File: config.mk
export PLATFORM = sky130hd
export DESIGN_NAME = pe_rd_arbiter
export DESIGN_NICKNAME = d
export VERILOG_FILES = /design/src/rtl/pe_rd_arbiter.sv
export SDC_FILE = /design/constraint.sdc
export NUM_CORES = 1
export LEC_CHECK = 0
export ABC_AREA = 1
export BUFFER_PORTS_ARGS = -buffer_cell sky130_fd_sc_hd__buf_2
export CORE_UTILIZATION = 40
export CTS_CLUSTER_SIZE = 8
export DETAILED_ROUTE_END_ITERATION = 10
export HOLD_SLACK_MARGIN = 0.03
export PLACE_DENSITY = 0.71
export SETUP_SLACK_MARGIN = 0.02
export SKIP_LAST_GASP = 1
export SLEW_MARGIN = 30
export SYNTH_ARGS = -nofsm -noshare
export SYNTH_HDL_FRONTEND = slang
export SYNTH_SLANG_ARGS = --single-unit
export TNS_END_PERCENT = 10
File: constraint.sdc
create_clock -name aclk -period 2.95 [get_ports aclk]
set_input_delay 0.59 -clock aclk [delete_from_list [all_inputs] [get_ports aclk]]
set_output_delay 0.59 -clock aclk [all_outputs]
set_load 0.005 [all_outputs]
File: src/rtl/pe_rd_arbiter.sv
// pe_rd_arbiter: round-robin arbiter that lets N_REQ pe_controller requesters
// share one input-RAM read port in bursts.
//
// Ports:
//   aclk        clock, all state on the rising edge
//   areset      asynchronous active-high reset
//   req         per-requester burst request level
//   req_addr    per-requester burst start address, slice i = [i*AW +: AW]
//   req_len     per-requester beat count minus one, same slicing
//   gnt         one-hot grant, held from first beat through the drain cycle
//   mem_en      RAM read enable (high only while bursting)
//   mem_addr    RAM read address
//   mem_rddata  RAM read data, valid one cycle after its mem_en cycle
//   rd_data     mem_rddata broadcast to every requester
//   rd_valid    marks rd_data valid for the granted requester
//   burst_done  one-cycle pulse on the last data beat of a burst
module pe_rd_arbiter #(
    parameter int unsigned N_REQ      = 4,
    parameter int unsigned L_RAM_SIZE = 4,
    parameter int unsigned DATA_W     = 32
) (
    input  logic                       aclk,
    input  logic                       areset,
    input  logic [N_REQ-1:0]           req,
    input  logic [N_REQ*(L_RAM_SIZE+1)-1:0] req_addr,
    input  logic [N_REQ*(L_RAM_SIZE+1)-1:0] req_len,
    output logic [N_REQ-1:0]           gnt,
    output logic                       mem_en,
    output logic [L_RAM_SIZE:0]        mem_addr,
    input  logic [DATA_W-1:0]          mem_rddata,
    output logic [DATA_W-1:0]          rd_data,
    output logic [N_REQ-1:0]           rd_valid,
    output logic [N_REQ-1:0]           burst_done
);

    localparam int unsigned AW = L_RAM_SIZE + 1;
    localparam int unsigned PW = (N_REQ > 1) ? $clog2(N_REQ) : 1;

    typedef enum logic [1:0] {
        IDLE  = 2'd0,
        BURST = 2'd1,
        DRAIN = 2'd2
    } state_t;

    state_t            state, state_nxt;
    logic [PW-1:0]     ptr, ptr_nxt;
    logic [AW-1:0]     base, base_nxt;
    logic [AW-1:0]     len_q, len_nxt;
    logic [AW-1:0]     cnt, cnt_nxt;
    logic [N_REQ-1:0]  gnt_nxt;
    logic              mem_en_nxt;
    logic [AW-1:0]     mem_addr_nxt;
    logic [N_REQ-1:0]  done_nxt;

    logic [AW-1:0]     addr_arr [N_REQ];
    logic [AW-1:0]     len_arr  [N_REQ];
    logic              found;
    logic [PW-1:0]     win;

    // Unpack the flat per-requester address/length buses
    for (genvar g = 0; g < N_REQ; g++) begin : g_unpack
        assign addr_arr[g] = req_addr[g*AW +: AW];
        assign len_arr[g]  = req_len[g*AW +: AW];
    end

    // Read data is shared; rd_valid tells each requester whether it is theirs
    assign rd_data = mem_rddata;

    // Round-robin search starting at ptr, wrapping around
    always_comb begin
        found = 1'b0;
        win   = '0;
        for (int unsigned k = 0; k < N_REQ; k++) begin
            automatic logic [PW-1:0] idx = PW'((int'(ptr) + int'(k)) % int'(N_REQ));
            if (!found && req[idx]) begin
                found = 1'b1;
                win   = idx;
            end
        end
    end

    // Next-state and next-output logic
    always_comb begin
        state_nxt    = state;
        ptr_nxt      = ptr;
        base_nxt     = base;
        len_nxt      = len_q;
        cnt_nxt      = cnt;
        gnt_nxt      = gnt;
        mem_en_nxt   = 1'b0;
        mem_addr_nxt = mem_addr;
        done_nxt     = '0;
        case (state)
            IDLE: begin
                if (found) begin
                    state_nxt    = BURST;
                    gnt_nxt      = N_REQ'(1) << win;
                    ptr_nxt      = (win == PW'(N_REQ - 1)) ? '0 : win + PW'(1);
                    base_nxt     = addr_arr[win];
                    len_nxt      = len_arr[win];
                    cnt_nxt      = '0;
                    mem_en_nxt   = 1'b1;
                    mem_addr_nxt = addr_arr[win];
                end
            end
            BURST: begin
                if (cnt == len_q) begin
                    // Last read issued; its data returns in the drain cycle
                    state_nxt = DRAIN;
                    done_nxt  = gnt;
                end else begin
                    cnt_nxt      = cnt + AW'(1);
                    mem_en_nxt   = 1'b1;
                    mem_addr_nxt = base + cnt_nxt;
                end
            end
            DRAIN: begin
                state_nxt = IDLE;
                gnt_nxt   = '0;
                cnt_nxt   = '0;
            end
            default: begin
                state_nxt = IDLE;
                gnt_nxt   = '0;
                cnt_nxt   = '0;
            end
        endcase
    end

    // State register
    always_ff @(posedge aclk or posedge areset) begin
        if (areset) begin
            state <= IDLE;
        end else begin
            state <= state_nxt;
        end
    end

    // Datapath and output registers
    always_ff @(posedge aclk or posedge areset) begin
        if (areset) begin
            ptr        <= '0;
            base       <= '0;
            len_q      <= '0;
            cnt        <= '0;
            gnt        <= '0;
            mem_en     <= 1'b0;
            mem_addr   <= '0;
            rd_valid   <= '0;
            burst_done <= '0;
        end else begin
            ptr        <= ptr_nxt;
            base       <= base_nxt;
            len_q      <= len_nxt;
            cnt        <= cnt_nxt;
            gnt        <= gnt_nxt;
            mem_en     <= mem_en_nxt;
            mem_addr   <= mem_addr_nxt;
            rd_valid   <= mem_en ? gnt : '0;
            burst_done <= done_nxt;
        end
    end

endmodule

After elaboration in Yosys (flattened, before gate mapping)
Index checks and enable logic that the tools add are counted.
{"block": "word_totals", "elab_cells": 83, "reg_bits": 37}
{"block": "classes", "n_addsub": 6, "order_cmp": 5, "shift": 1, "n_mux": 40, "n_eq_ne": 6, "reduce_logical": 13, "bitwise": 2}
{"operator": "$mux W5", "count": 8}
{"operator": "$bmux W5 S2", "count": 2}
{"operator": "$pmux W5 S2", "count": 2}
{"operator": "$mux W4", "count": 4}
{"operator": "$mux W2", "count": 7}
{"operator": "$lt A2 B3 Y1 const B", "count": 4}
{"operator": "$mux W1", "count": 10}
{"operator": "$bmux W1 S2", "count": 4}
{"operator": "$pmux W4 S2", "count": 1}
{"operator": "$reduce_and A2 Y1", "count": 4}
{"operator": "$ne A2 B2 Y1 const B", "count": 3}
{"operator": "$add A5 B1 Y5 const B", "count": 1}
{"operator": "$add A5 B5 Y5", "count": 1}
{"operator": "$eq A5 B5 Y1", "count": 1}
{"operator": "$add A2 B1 Y2 const B", "count": 2}
{"operator": "$add A2 B2 Y2 const B", "count": 2}
{"operator": "$pmux W2 S2", "count": 1}
{"operator": "$shl A1 B2 Y4 const A", "count": 1}
{"operator": "$ge A3 B3 Y1 const B", "count": 1}
{"operator": "$logic_and A1 B1 Y1", "count": 3}
{"operator": "$logic_not A1 Y1", "count": 3}
{"operator": "$not A2 Y3", "count": 1}
{"operator": "$reduce_and A3 Y1", "count": 1}
{"operator": "$eq A2 B1 Y1 const B", "count": 1}
{"operator": "other kinds (5)", "count": 5}

Longest topological paths before layout
{"block": "depth", "depth_word": 18, "mapped_depth": 16}

Worst setup path after synthesis
No wires, ideal clock.
{"block": "synth_path", "path_type": "input-to-reg", "start": "input req[3]", "end": "register ptr[1]", "t_arrival_ns": 1.838, "path_buffers": 1, "cell_stages": 12, "required_time_ns": 2.824, "path_slack_ns": 0.985, "cell_sequence": "inv_1 nand2_1 nand3_1 nand2_2 nor2_4 nand3_2 nor2_1 nor2_2 buf_4 ha_1 nand2_1 o21ai_0"}
{"block": "synth_via", "elab_chain_cells": 14, "word_cells_on_any_way": 26, "cone_classes": "1 x add/sub; 1 x eq/ne; 17 x mux; 7 x reduce/logical"}
{"item": "from (decl)", "line": "24", "source": "input logic [N_REQ-1:0] req,"}
{"item": "$bmux W1 S2", "line": "75", "source": "if (!found && req[idx]) begin"}
{"item": "$mux W1 (implied by the code)", "line": "75"}
{"item": "$mux W1", "line": "75"}
{"item": "$logic_not A1 Y1", "line": "75"}
{"item": "$logic_and A1 B1 Y1", "line": "75"}
{"item": "$mux W1", "line": "75"}
{"item": "$logic_not A1 Y1", "line": "75"}
{"item": "$logic_and A1 B1 Y1", "line": "75"}
{"item": "$mux W1", "line": "75"}
{"item": "$logic_not A1 Y1", "line": "75"}
{"item": "$logic_and A1 B1 Y1", "line": "75"}
{"item": "$mux W2", "line": "75"}
{"item": "$add A2 B1 Y2 / $eq A2 B2 Y1 (equally long branches)", "line": "98", "source": "ptr_nxt = (win == PW'(N_REQ - 1)) ? '0 : win + PW'(1);"}
{"item": "$mux W2", "line": "98"}
{"item": "to (signal assigned)", "line": "152", "source": "ptr <= ptr_nxt;"}
{"item": "to (decl)", "line": "46", "source": "logic [PW-1:0] ptr, ptr_nxt;"}
Several ways; a longest one is shown, not always the timed one. The select of a mux whose other input is x is not followed.
A chain may end at the register's enable or synchronous reset.

Worst setup path in the final report
{"block": "layout_path", "start": "register ptr[0]", "end": "register mem_addr[2]"}
{"block": "layout_via", "elab_chain_cells": 18, "word_cells_on_any_way": 33, "cone_classes": "3 x add/sub; 1 x eq/ne; 21 x mux; 1 x bitwise; 7 x reduce/logical"}
{"item": "branches (longest 18 deep; another with $add A2 B1 Y2)"}
{"item": "to (signal assigned)", "line": "158", "source": "mem_addr <= mem_addr_nxt;"}
{"item": "to (decl)", "line": "29", "source": "output logic [L_RAM_SIZE:0] mem_addr,"}
Several ways; the timed one is not identified. The select of a mux whose other input is x is not followed.

==> impl_results.md <==
- Final Setup Violations: 0
- Largest net degree at the start of global routing: 38
- Ant diodes: 0
- Most common cell on crit path: nand2_1
- Max Freq: 396.3 MHz
- Max Root-Sink Buffers: 2
- Clk root buf: clkbuf_8
- H-tree depth: 2
- Post-synthesis compound-gate area fraction: 0.04181
- Final hold violation count: 0
- FP Rows: 30
- Crit start category: flop
- Critical path required time: 3140 ps
- Setup bufs post-CTS: 0
- LEAKAGE: 1.862 nW
- Ys async rst share: 1.000
- Sw Ratio: 0.5348
- IO Count: 128
- Commonest non-fill, non-tap cells in the layout: 135 x nand2_1, 64 x inv_1, 63 x buf_2
- Commonest non-fill, non-tap cell in the layout: nand2_1
- Cell internal pwr: 1.840 mW
- RSZ-0062 raised after global routing: no
- Worst skew pair latency: 300 ps
- Post-CTS Hold Fix Bufs: 0
- CP Max Fanout: 19
- DP HPWL: 4780 microns
- Synthesis Warnings: 0
- Routed len/inst: 11.62 microns
- Fillers: 723
- Layout cells sized above 1: 0.2278
- Die Span Y: 86.75 microns
- Max-Cap Viols: 0
- Die area: 7525 sq um
- Post_cts resized: 0
- Clock share of power: 0.092
- Crit path max-delay cell type: dfrtp_1
- Core region area: 6869 sq um
- Main combinational cell family by area after synthesis: simple AND/OR/NAND/NOR gates
- Synth top area cells: dfrtp_1 32%, nand2_1 18%, buf_4 8.9%, inv_1 8.4%, nand3_1 7.5%
- Final ANT Viol Nets: 0
- Fin util: 0.4488
- Power Dens Cells: 1283 nW/um^2
- Yosys reg bits: 37
- Clock Skew: 8.737 ps
- Netlist cell types: 28
- Seq/Total Area, Yosys: 0.3223
- Worst Tran Pin Value: 488.8 ps
- Worst path max stage delay: 550 ps
- Period Utilization, post-route: 0.8553
- Post-synth EDFFs: 0
- Status: complete, no violations
- Critical path class: reg2reg
- Mapped Nets: 498
- Initial antenna violation count: 0
- Port bufs: 63
- Setup TNS: 0 ps
- Clock transition at path regs: 80 ps
- GRT Overall Usage: 0.1794
- Die W: 86.75 microns
- CP Capture Type: flop
- Cells after Synth: 409
- Tmin final: 2523 ps
- Cts bufs inserted: 5
- Area growth from synthesis to layout: 7.317%
- CP cell instances: inv_2, nand2_1, nand2_2, nand2_1, nand2_2, nor2_4, nand3_4, nand2_2, inv_2, a21oi_4, a21oi_1, nand2_1, nand2_1
- NetSw: 2.115 mW
- Maximum vdd drop: 0.8853 mV
- Synth Area in Simple Gates: 0.3436
- Detailed Route WL: 6215 microns
- Routability cong.: 0.8541
- DR pass1 iterations: 4
- Synth Cell Area: 2873 sq um
- Final Max Slew Viols: 0
- Final #Nets: 527
- TritonCTS clock tree: done
- Reg power frac: 0.229
- Post-Synth XOR/XNOR Area: 0.03659
- Initial DRC count: 75
- Total Power: 3.955 mW
- Global-route wire length before repair: 10630 microns
- Number of remaining DRC errors: 0
- TritonCTS Sinks: 37
- Worst slew margin: 0.6738
- Vias in the first global route: 2387
- Adder-Cell Fraction of Synth Area: 0.05052
- CP arrival: 2720 ps
- Multiplexer area fraction after synthesis: 0
- Avg Inst Size Synth: 7.024 sq um
- Area leader, netlist: dfrtp_1
- Combinational power share: 0.679
- Initial core utilization: 0.4182
- Avg Vias per Cell: 4.613
- Worst Hold Class: in2async
- Via Count: 2468
- Area fraction of the dominant cell type after synthesis: 0.3223
- Gr ovfl total: 0
- Primary FF master, synth: dfrtp_1
flip-flops by register name, indices dropped and copies added (netlist names):
name,flops
len_q,5
mem_addr,5
rd_valid,4
base,5
mem_en,1
gnt,4
burst_done,4
state,2
cnt,5
ptr,2
layout make-up:
class	count	area [sq um]	area share
clock buffer	5	68.82	0.02232
clock inverter	3	21.27	0.006899
inverter	69	259.0	0.08401
multi-input combinational	260	1358	0.4403
sequential	37	925.9	0.3003
tap	96	120.1	0.03896
timing repair buffer	65	330.3	0.1071
layer usage:
| layer | wire length (microns) | vias up | part of all wire | GRT usage |
|---|---|---|---|---|
| li1 | - | 1268 | - | - |
| met1 | 2831 | 1118 | 0.46 | 0.2236 |
| met2 | 2984 | 57 | 0.48 | 0.3066 |
| met3 | 272 | 25 | 0.044 | 0.03524 |
| met4 | 127 | 0 | 0.020 | 0.06818 |
| met5 | 0 | - | 0 | 0 |
power groups by stage:
stage / Clock (mW) / Combinational (mW) / Sequential, mW
floorplan: 0 / 2.32 / 0.860
global placement: 0 / 2.60 / 0.908
detailed placement: 0 / 2.69 / 0.910
CTS: 0.369 / 2.71 / 0.906
global route: 0.392 / 3.10 / 0.932
finish: 0.365 / 2.69 / 0.904
cell usage after synthesis (2+ instances only):
cell / count
nand2_2: 9
buf_4: 34
xnor2_1: 3
a21oi_1: 5
o21ai_1: 2
nor2_1: 13
nor2_2: 2
nand3_1: 43
ha_1: 10
buf_6: 5
inv_1: 64
inv_2: 3
nand2_1: 135
nand3_4: 2
o21ai_0: 11
nand3_2: 9
buf_2: 3
xor2_1: 9
clkinv_1: 2
dfrtp_1: 37
kinds of logic after synthesis:
logic type,after synthesis
AOI/OAI and AO/OA,21
xor gates and xnor gates,12
adders and majority gates,11
buffers and inverters,112
DFF,37
and+or+nand+nor,216
per-stage QoR:
| stage | hold slack (ps) | area [sq um] | instances | setup slack, ps |
|---|---|---|---|---|
| 2_1_floorplan | 455.3 | 2873 | 409 | 985.3 |
| 3_3_place_gp | 475.7 | 2993 | 527 | 527.9 |
| 3_5_place_dp | 472.4 | 2993 | 527 | 414.2 |
| 4_1_cts | 402.4 | 3083 | 535 | 409.2 |
| 5_1_grt | 423.2 | 3083 | 535 | 97.16 |
| 6_report | 388.0 | 3083 | 535 | 426.7 |
critical path, delay by kind of cell (launching register included):
| kind | cells | cell delay (ps) |
|---|---|---|
| buf+inv | 2 | 360 |
| simple gates | 9 | 1100 |
| flops | 1 | 550 |
| compound gates | 2 | 400 |
worst paths after layout:
check / from / end / slack, ps / cells after the start
max: ptr[0]$_DFFE_PP0P_ / mem_addr[2]$_DFFE_PP0P_ / 430 / 13
min: areset / mem_addr[4]$_DFFE_PP0P_ / 390 / 3
max reg2reg: ptr[0]$_DFFE_PP0P_ / mem_addr[2]$_DFFE_PP0P_ / 430 / 13
min reg2reg: mem_addr[1]$_DFFE_PP0P_ / mem_addr[1]$_DFFE_PP0P_ / 490 / 2
max in group asynchronous: areset / mem_addr[0]$_DFFE_PP0P_ / 2230 / 3
min in group aclk: mem_addr[1]$_DFFE_PP0P_ / mem_addr[1]$_DFFE_PP0P_ / 490 / 2
No activity file was read; power rests on OpenSTA's default activity.
